### src/rtl/prog_loader_pkg.sv
// prog_loader_pkg: shared types and constants for the boot-time program loader.
`default_nettype none

package prog_loader_pkg;

   localparam int HDR_BYTES  = 2;
   localparam int WORD_BYTES = 4;

   typedef enum logic [2:0] {
      ST_HDR0  = 3'd0,
      ST_HDR1  = 3'd1,
      ST_DATA  = 3'd2,
      ST_WRITE = 3'd3,
      ST_RUN   = 3'd4,
      ST_ERR   = 3'd5
   } state_e;

   typedef struct packed {
      logic        we;
      logic [31:0] adr;
      logic [31:0] wd;
   } mem_port_t;

endpackage

`default_nettype wire

### src/rtl/prog_loader_word_packer.sv
// word_packer: collects four bytes little-endian (first byte lands in [7:0]).
`default_nettype none

module word_packer
   import prog_loader_pkg::*;
(
   input  logic        clk,
   input  logic        reset,
   input  logic        clear_i,
   input  logic        shift_i,
   input  logic [7:0]  byte_i,
   output logic [31:0] word_o,
   output logic        full_o
);

   logic [31:0] word_q, word_d;
   logic [1:0]  idx_q, idx_d;

   always_comb begin
      word_d = word_q;
      idx_d  = idx_q;
      if (clear_i) begin
         word_d = 32'd0;
         idx_d  = 2'd0;
      end else if (shift_i) begin
         // Shift right so that after four bytes the first one sits in [7:0].
         word_d = {byte_i, word_q[31:8]};
         idx_d  = idx_q + 2'd1;
      end
   end

   always_ff @(posedge clk) begin
      if (reset) begin
         word_q <= 32'd0;
         idx_q  <= 2'd0;
      end else begin
         word_q <= word_d;
         idx_q  <= idx_d;
      end
   end

   assign word_o = word_q;
   assign full_o = shift_i && (idx_q == 2'(WORD_BYTES - 1));

endmodule

`default_nettype wire

### src/rtl/prog_loader.sv
// prog_loader: loads a length-prefixed byte stream into memory, then hands the
// memory port to the core and releases its reset.
`default_nettype none

module prog_loader
   import prog_loader_pkg::*;
#(
   parameter logic [31:0] BASE_ADDR = 32'h0000_0000,
   parameter int          MAX_WORDS = 64
)(
   input  logic        clk,
   input  logic        reset,
   input  logic        rx_valid,
   input  logic [7:0]  rx_data,
   output logic        rx_ready,
   input  logic        reload,
   input  logic        core_MemWrite,
   input  logic [31:0] core_Adr,
   input  logic [31:0] core_WriteData,
   output logic        mem_we,
   output logic [31:0] mem_adr,
   output logic [31:0] mem_wd,
   output logic        cpu_reset,
   output logic        done,
   output logic        error,
   output logic [15:0] word_cnt
);

   state_e      state_q, state_d;
   logic [7:0]  hdr_lo_q, hdr_lo_d;
   logic [15:0] nwords_q, nwords_d;
   logic [15:0] cnt_q, cnt_d;
   logic        cpu_reset_q, done_q, error_q;

   logic        accept;
   logic [15:0] hdr_n;
   logic        pk_clear, pk_shift, pk_full;
   logic [31:0] pk_word;
   mem_port_t   ldr_port;

   assign rx_ready = !reset && ((state_q == ST_HDR0) || (state_q == ST_HDR1) ||
                                (state_q == ST_DATA));
   assign accept   = rx_valid && rx_ready;
   assign hdr_n    = {rx_data, hdr_lo_q};

   always_comb begin
      state_d  = state_q;
      hdr_lo_d = hdr_lo_q;
      nwords_d = nwords_q;
      cnt_d    = cnt_q;
      case (state_q)
         ST_HDR0: begin
            if (accept) begin
               hdr_lo_d = rx_data;
               state_d  = ST_HDR1;
            end
         end
         ST_HDR1: begin
            if (accept) begin
               nwords_d = hdr_n;
               if (hdr_n == 16'd0) begin
                  state_d = ST_RUN;
               end else if ({16'd0, hdr_n} > 32'(MAX_WORDS)) begin
                  state_d = ST_ERR;
               end else begin
                  state_d = ST_DATA;
                  cnt_d   = 16'd0;
               end
            end
         end
         ST_DATA: begin
            if (pk_full) state_d = ST_WRITE;
         end
         ST_WRITE: begin
            cnt_d   = cnt_q + 16'd1;
            state_d = (cnt_q + 16'd1 == nwords_q) ? ST_RUN : ST_DATA;
         end
         ST_RUN, ST_ERR: begin
            if (reload) begin
               state_d = ST_HDR0;
               cnt_d   = 16'd0;
            end
         end
         default: state_d = ST_HDR0;
      endcase
   end

   // Status outputs are registered from the next state so they change with it cleanly.
   always_ff @(posedge clk) begin
      if (reset) begin
         state_q     <= ST_HDR0;
         hdr_lo_q    <= 8'd0;
         nwords_q    <= 16'd0;
         cnt_q       <= 16'd0;
         cpu_reset_q <= 1'b1;
         done_q      <= 1'b0;
         error_q     <= 1'b0;
      end else begin
         state_q     <= state_d;
         hdr_lo_q    <= hdr_lo_d;
         nwords_q    <= nwords_d;
         cnt_q       <= cnt_d;
         cpu_reset_q <= (state_d != ST_RUN);
         done_q      <= (state_d == ST_RUN);
         error_q     <= (state_d == ST_ERR);
      end
   end

   assign pk_clear = (state_d == ST_DATA) && (state_q != ST_DATA);
   assign pk_shift = accept && (state_q == ST_DATA);

   word_packer u_packer (
      .clk     (clk),
      .reset   (reset),
      .clear_i (pk_clear),
      .shift_i (pk_shift),
      .byte_i  (rx_data),
      .word_o  (pk_word),
      .full_o  (pk_full)
   );

   always_comb begin
      ldr_port.we  = (state_q == ST_WRITE);
      ldr_port.adr = BASE_ADDR + {14'd0, cnt_q, 2'b00};
      ldr_port.wd  = (state_q == ST_WRITE) ? pk_word : 32'd0;
   end

   always_comb begin
      if (state_q == ST_RUN) begin
         mem_we  = core_MemWrite;
         mem_adr = core_Adr;
         mem_wd  = core_WriteData;
      end else begin
         mem_we  = ldr_port.we;
         mem_adr = ldr_port.adr;
         mem_wd  = ldr_port.wd;
      end
   end

   assign cpu_reset = cpu_reset_q;
   assign done      = done_q;
   assign error     = error_q;
   assign word_cnt  = cnt_q;

endmodule

`default_nettype wire

### config.mk
export PLATFORM = sky130hd
export DESIGN_NAME = prog_loader
export DESIGN_NICKNAME = d
export VERILOG_FILES = /design/src/rtl/prog_loader_pkg.sv /design/src/rtl/prog_loader_word_packer.sv /design/src/rtl/prog_loader.sv
export SDC_FILE = /design/constraint.sdc
export NUM_CORES = 1
export LEC_CHECK = 0
export BUFFER_PORTS_ARGS = -buffer_cell sky130_fd_sc_hd__buf_2
export CAP_MARGIN = 20
export CORE_UTILIZATION = 30
export DETAILED_ROUTE_END_ITERATION = 8
export PLACE_DENSITY = 0.5
export SLEW_MARGIN = 20
export SYNTH_ARGS = -nofsm -noshare
export SYNTH_HDL_FRONTEND = slang
export SYNTH_SLANG_ARGS = --single-unit
### constraint.sdc
create_clock -name clk -period 6.4 [get_ports clk]
set_input_delay 0.64 -clock clk [delete_from_list [all_inputs] [get_ports clk]]
set_output_delay 0.64 -clock clk [all_outputs]
set_load 0.005 [all_outputs]
==> results of run 1 <==
where the power goes:
group,internal (uW),switching (uW),leakage [uW]
Sequential,503,6.72,0.000646
Clock,319,218,0.000152
Combinational,39.7,45.2,0.00155
sequential cells by signal (all words and copies together), names as in the netlist:
register / count
done: 1
state_q: 3
hdr_lo_q: 8
nwords_q: 16
u_packer.idx_q: 2
word_cnt: 16
u_packer.word_o: 32
cpu_reset: 1
error: 1
cells in the mapped netlist, drive strengths merged:
master	number
or2	1
a211o	1
clkbuf	34
and3	18
nor2b	1
nor2	35
a22oi	1
nor4bb	1
a221oi	1
mux2	15
nand2b	2
xor2	7
a21oi	62
a211oi	3
buf	11
nor4	3
o22ai	1
xnor2	20
dfxtp	80
nand2	121
ha	2
nand3b	3
o31ai	1
or3	6
a41o	1
a311oi	10
inv	4
mux2i	8
a22o	32
nor3	11
nor3b	3
and2	3
nand3	13
a41oi	1
nand4	4
or3b	1
o21ai	8
or4	5
a31oi	6
layer usage:
metal	routed length (um)	share of wire, %	GRT usage [%]	vias to the layer above
li1	-	-	-	2177
met1	6030	48	23.7	2002
met2	5840	46	26.1	127
met3	656	5.2	2.93	4
met4	71	0.56	4.80	0
met5	0	0	0	-
worst max path at each step:
stage / start / endpoint / slack, ns / cells after the start
after floorplan: word_cnt[0] / cpu_reset / 3.76 / 8
after global placement: rx_data[2] / word_cnt[0] / 2.84 / 8
after detailed placement: rx_data[2] / word_cnt[1] / 2.73 / 8
after CTS: state_q[1] / mem_adr[13] / 2.82 / 4
after global routing: state_q[1] / mem_adr[13] / 2.60 / 4
final: state_q[1] / mem_adr[17] / 2.82 / 4
logic make-up (layout without fill, tap and decap cells):
kind of cell | Yosys count | count (layout) | share of synthesized area (%)
xor+xnor | 27 | 27 | 5.40
flops | 80 | 80 | 36.5
fa+ha+maj | 2 | 2 | 0.571
compound gates | 128 | 128 | 21.7
buf+inv | 49 | 185 | 4.97
mux | 23 | 23 | 5.68
simple gates | 231 | 231 | 25.2
metrics by stage:
step | std cells | cell area (sq um)
final | 856 | 5580
after global routing | 856 | 5580
after CTS | 856 | 5570
after detailed placement | 840 | 5260
after global placement | 840 | 5260
after floorplan | 540 | 4380
worst max-delay path, delay by kind of cell, from the launching register on:
kind,cells,cell delay (ns)
mux,1,0.41
simple gates,2,1.66
buf+inv,1,0.12
flops,1,0.38
layout by cell type (no fill, tap or decap), types with 5 or more instances in the layout:
| cell | n |
|---|---|
| buf_2 | 161 |
| nand2_1 | 121 |
| dfxtp_1 | 80 |
| a21oi_1 | 33 |
| nor2_1 | 32 |
| a22o_1 | 32 |
| a21oi_2 | 29 |
| xnor2_1 | 20 |
| and3_1 | 18 |
| mux2_2 | 15 |
| nor3_1 | 11 |
| nand3_1 | 10 |
| a311oi_1 | 10 |
| clkbuf_16 | 9 |
| mux2i_1 | 8 |
| xor2_1 | 7 |
| o21ai_0 | 6 |
| or3_1 | 6 |
| a31oi_1 | 5 |
final cells by class:
class	count	area share, %
multi-input cells	411	46.4
flip-flops and latches	80	28.7
clock buffers	10	4.29
inverters	4	0.269
clock inverters	6	1.35
repair buffers	165	15.0
well taps	180	4.04
==> results_dict.tcl, run 1 <==
set metrics [dict create \
    area_growth_pct 27.2 \
    grt_pass1_wl_mm 19.6 \
    cts_tree "yes" \
    drive_gt1_share_pct 35.4 \
    synth_top_area_cell "dfxtp_1" \
    worst_slack_ns 2.82 \
    worstPathMaxFanout 50 \
    first_iter_violations 181 \
    root_buffer "clkbuf_16" \
    holdWs_ns 0.458 \
    ctsHoldBuffers 0 \
    netlist_instances 540 \
    final.fill_count 1455 \
    row_count 43 \
    max_stage_delay_ns 0.98 \
    pre_cts_slack_ns 2.73 \
    worstHoldPathCells 2 \
    syn_avg_cell_area_sq_um 8.12 \
    dr.pass1.iters 4 \
    min_delay_worst_endpoint "u_packer.word_o[1]" \
    reg2reg_slack_ns 3.35 \
    layout_min_cycle_time_ns 3.58 \
    maxCapViolCount 0 \
    yosys_warnings 0 \
    tritoncts.num_buffers 9 \
    clockBufferDepth 2 \
    drc_errors 0 \
    multi_input_area_sq_um 2580 \
    port_buffers 161 \
    gr-total-overflow 0 \
    vias 4310 \
    clk_latency_ns 0.34 \
    max_freq_mhz 280 \
    p_leak_uw 0.00235 \
    core_area_sq_um 14000 \
    hp-start "u_packer.word_o[1]" \
    postCtsResizedCells 0 \
    cp-start-kind "register" \
    diodes 0 \
    grtUsageTotal_pct 16.8 \
    finalSetupViolations 0 \
    cp_data_required_time_ns 5.76 \
    place.gp.congestion 0.794 \
    period_share_pct 55.9 \
    synth-seq-area-share_pct 36.5 \
    cts_sinks 80 \
    rsz0062_at_grt "false" \
    drv_slew 0 \
    status "finished, final reports clean" \
    initial_core_util_pct 31.2 \
    hold_class "register to register" \
    powerDensity_nw_per_um2 203 \
    worstRegToRegCells 8 \
    ios 162 \
    power_uw 1130 \
    seq_area_sq_um 1600 \
    end_kind "output port" \
    irDropWorstVdd_uv 106 \
    syn_nets 619 \
    yosysTopAreaCellShare_pct 36.5 \
    ant_nets 0 \
    ys_seq_elements 80 \
    crit_type "register to output port" \
    final_nets 750 \
    critPathArrivalTime_ns 2.94 \
    slowest_stage "and2_2" \
    antenna_found_initial 0 \
    wl_per_cell_um 14.7 \
    fin_skew_ns 0.0129 \
    r2r-end "cpu_reset" \
    routed_wl_mm 12.6 \
    crit_chain "nor2_1 -> and2_2 -> mux2_2 -> buf_2" \
    fp.dieArea_sq_um 15100 \
    dieHeight_um 123 \
    hpwl_mm 9.12 \
    post_cts_buffers 0 \
    hold_viol_final 0 \
    tightestPinTransition_ns 1.04 \
    tns_ns 0 \
    avgViaCountPerCell 5.04 \
    slew_headroom_pct 30.6 \
    grt_pass1_vias 3797 \
    htreeDepth 3 \
    synth_area_sq_um 4380 \
    clkTransAtPathRegs_ns 0.06 \
    synth_cell_types 52 \
    die_x_um 123 \
    synth.area.top_cells "dfxtp_1 37%, nand2_1 10%, a22o_1 6.4%" \
    worstReg2RegStart "word_cnt[0]" \
    grt_max_degree 51 \
    fin_util_pct 39.7 \
]
Note: power is estimated with default switching activity, not from simulation.
==> run 2, diff against run 1 <==
- clock period: 6.4 -> 3.4 ns (I/O delays scaled with it)
==> results_dict.tcl, run 2 (synthesis results as in run 1) <==
set metrics [dict create \
    avgViaCountPerCell 4.98 \
    largest_reg_flops 32 \
    dieHeight_um 123 \
    max_freq_mhz 336 \
    powerDensity_nw_per_um2 376 \
    layout_min_cycle_time_ns 2.98 \
    tritoncts.num_buffers 9 \
    hpwl_mm 9.52 \
    core_area_sq_um 14000 \
    grt_pass1_vias 3832 \
    end_kind "register" \
    cp-start-kind "register" \
    initial_core_util_pct 31.2 \
    first_iter_violations 316 \
    grt_util_met2_pct 26.1 \
    die_x_um 123 \
    final_common_cell "buf_2" \
    clkTransAtPathRegs_ns 0.07 \
    slowest_stage "dfxtp_1" \
    vias 4350 \
    hold_viol_final 0 \
    critPathArrivalTime_ns 3.20 \
    htreeDepth 3 \
    cts_sinks 80 \
    port_buffers 161 \
    period_share_pct 87.6 \
    fin_skew_ns 0.00992 \
    ant_nets 0 \
    crit_type "register to register" \
    maxCapViolCount 0 \
    clk_latency_ns 0.34 \
    drc_errors 0 \
    p_leak_uw 0.00243 \
    place.gp.congestion 0.798 \
    worstPathMaxFanout 9 \
    row_count 43 \
    tightestPinTransition_ns 0.672 \
    wl_per_cell_um 14.7 \
    area_growth_pct 30.1 \
    routed_wl_mm 12.8 \
    hold_class "primary input to register" \
    final_nets 768 \
    met3_usage_pct 2.37 \
    grt.busiest_layer "met2" \
    fp.dieArea_sq_um 15100 \
    ios 162 \
    finalSetupViolations 0 \
    dr.pass1.iters 4 \
    grt_max_degree 51 \
    max_stage_delay_ns 0.46 \
    slew_headroom_pct 55.2 \
    gr-total-overflow 0 \
    drv_slew 0 \
    diodes 0 \
    cp_data_required_time_ns 3.63 \
    grt_pass1_wl_mm 19.9 \
    tns_ns 0 \
    clockBufferDepth 2 \
    grt_use_met1_pct 24.6 \
    grtUsageTotal_pct 17.3 \
    antenna_found_initial 0 \
    drive_gt1_share_pct 36.7 \
    rsz0062_at_grt "false" \
    root_buffer "clkbuf_16" \
    status "finished, final reports clean" \
    postCtsResizedCells 0 \
    irDropWorstVdd_uv 227 \
    crit_chain "ha_1 -> nand3_4 -> or3_1 -> xnor2_1 -> or3_1 -> a31oi_1 -> a31oi_1 -> or3b_1" \
    final_cell_mix "161 x buf_2, 121 x nand2_1, 80 x dfxtp_1, 33 x a21oi_1" \
    fin_util_pct 40.6 \
    cts_tree "yes" \
]
## run 2: changes by cell type in the layout (fill, tap and decap cells not counted), sizes merged
cell	previous run	this run
clkbuf	10	11
buf	165	183
inv	7	6
## run 2: area by class of cell
class	instances	area, sq um
Inverter	4	15.0
Clock buffer	11	243
Sequential cell	80	1600
Fill cell	1452	8340
Clock inverter	5	63.8
Timing Repair Buffer	183	971
Tap cell	180	225
Multi-Input combinational cell	411	2580
## run 2: repair_timing
action,CTS,global route
hold buffers,0,0
buffers inserted,0,8
setup endpoints to repair,0,21
## run 2: metal layers
layer  share of wire, %  vias to the layer above  routed length (um)
met1                 49                     2015                6250
met2                 45                      123                5800
li1                   -                     2204                   -
met4               0.92                        0                 118
met3                5.0                        8                 647
met5                  0                        -                   0
## run 2: worst paths after layout
| path | slack (ns) | endpoint | start | cells after the start |
|---|---|---|---|---|
| worst max register to register | 0.42 | cpu_reset | word_cnt[0] | 8 |
| worst min-delay path | 0.27 | nwords_q[11] | rx_data[3] | 3 |
| worst min register to register | 0.46 | u_packer.word_o[1] | u_packer.word_o[1] | 2 |
| worst max-delay path | 0.42 | cpu_reset | word_cnt[0] | 8 |
## run 2: where the power goes
part	switching [uW]	total (uW)	internal, uW
registers	13.5	961	948
clock network	413	1010	596
logic	87.2	172	85.1
## run 2: per-stage QoR
| stage | setup slack, ns | area (sq um) | std cells | hold slack, ns | total power [uW] |
|---|---|---|---|---|---|
| final | 0.421 | 5700 | 874 | 0.268 | 2140 |
| after detailed placement | 0.315 | 5330 | 850 | 0.453 | 1150 |
| after global routing | 0.0678 | 5700 | 874 | 0.278 | 2220 |
| after floorplan | 0.757 | 4380 | 540 | 0.436 | 1070 |
| after CTS | 0.296 | 5640 | 866 | 0.257 | 2160 |
| after global placement | 0.361 | 5330 | 850 | 0.458 | 1140 |
## run 2: worst max-delay path: cells and delay by family, from the launching register on
kind,cells,cell delay [ns]
AND/OR/NAND/NOR,4,1.32
AO/OA/AOI/OAI,2,0.56
flip-flops,1,0.46
adder cells (fa/ha/maj),1,0.37
XOR/XNOR,1,0.16
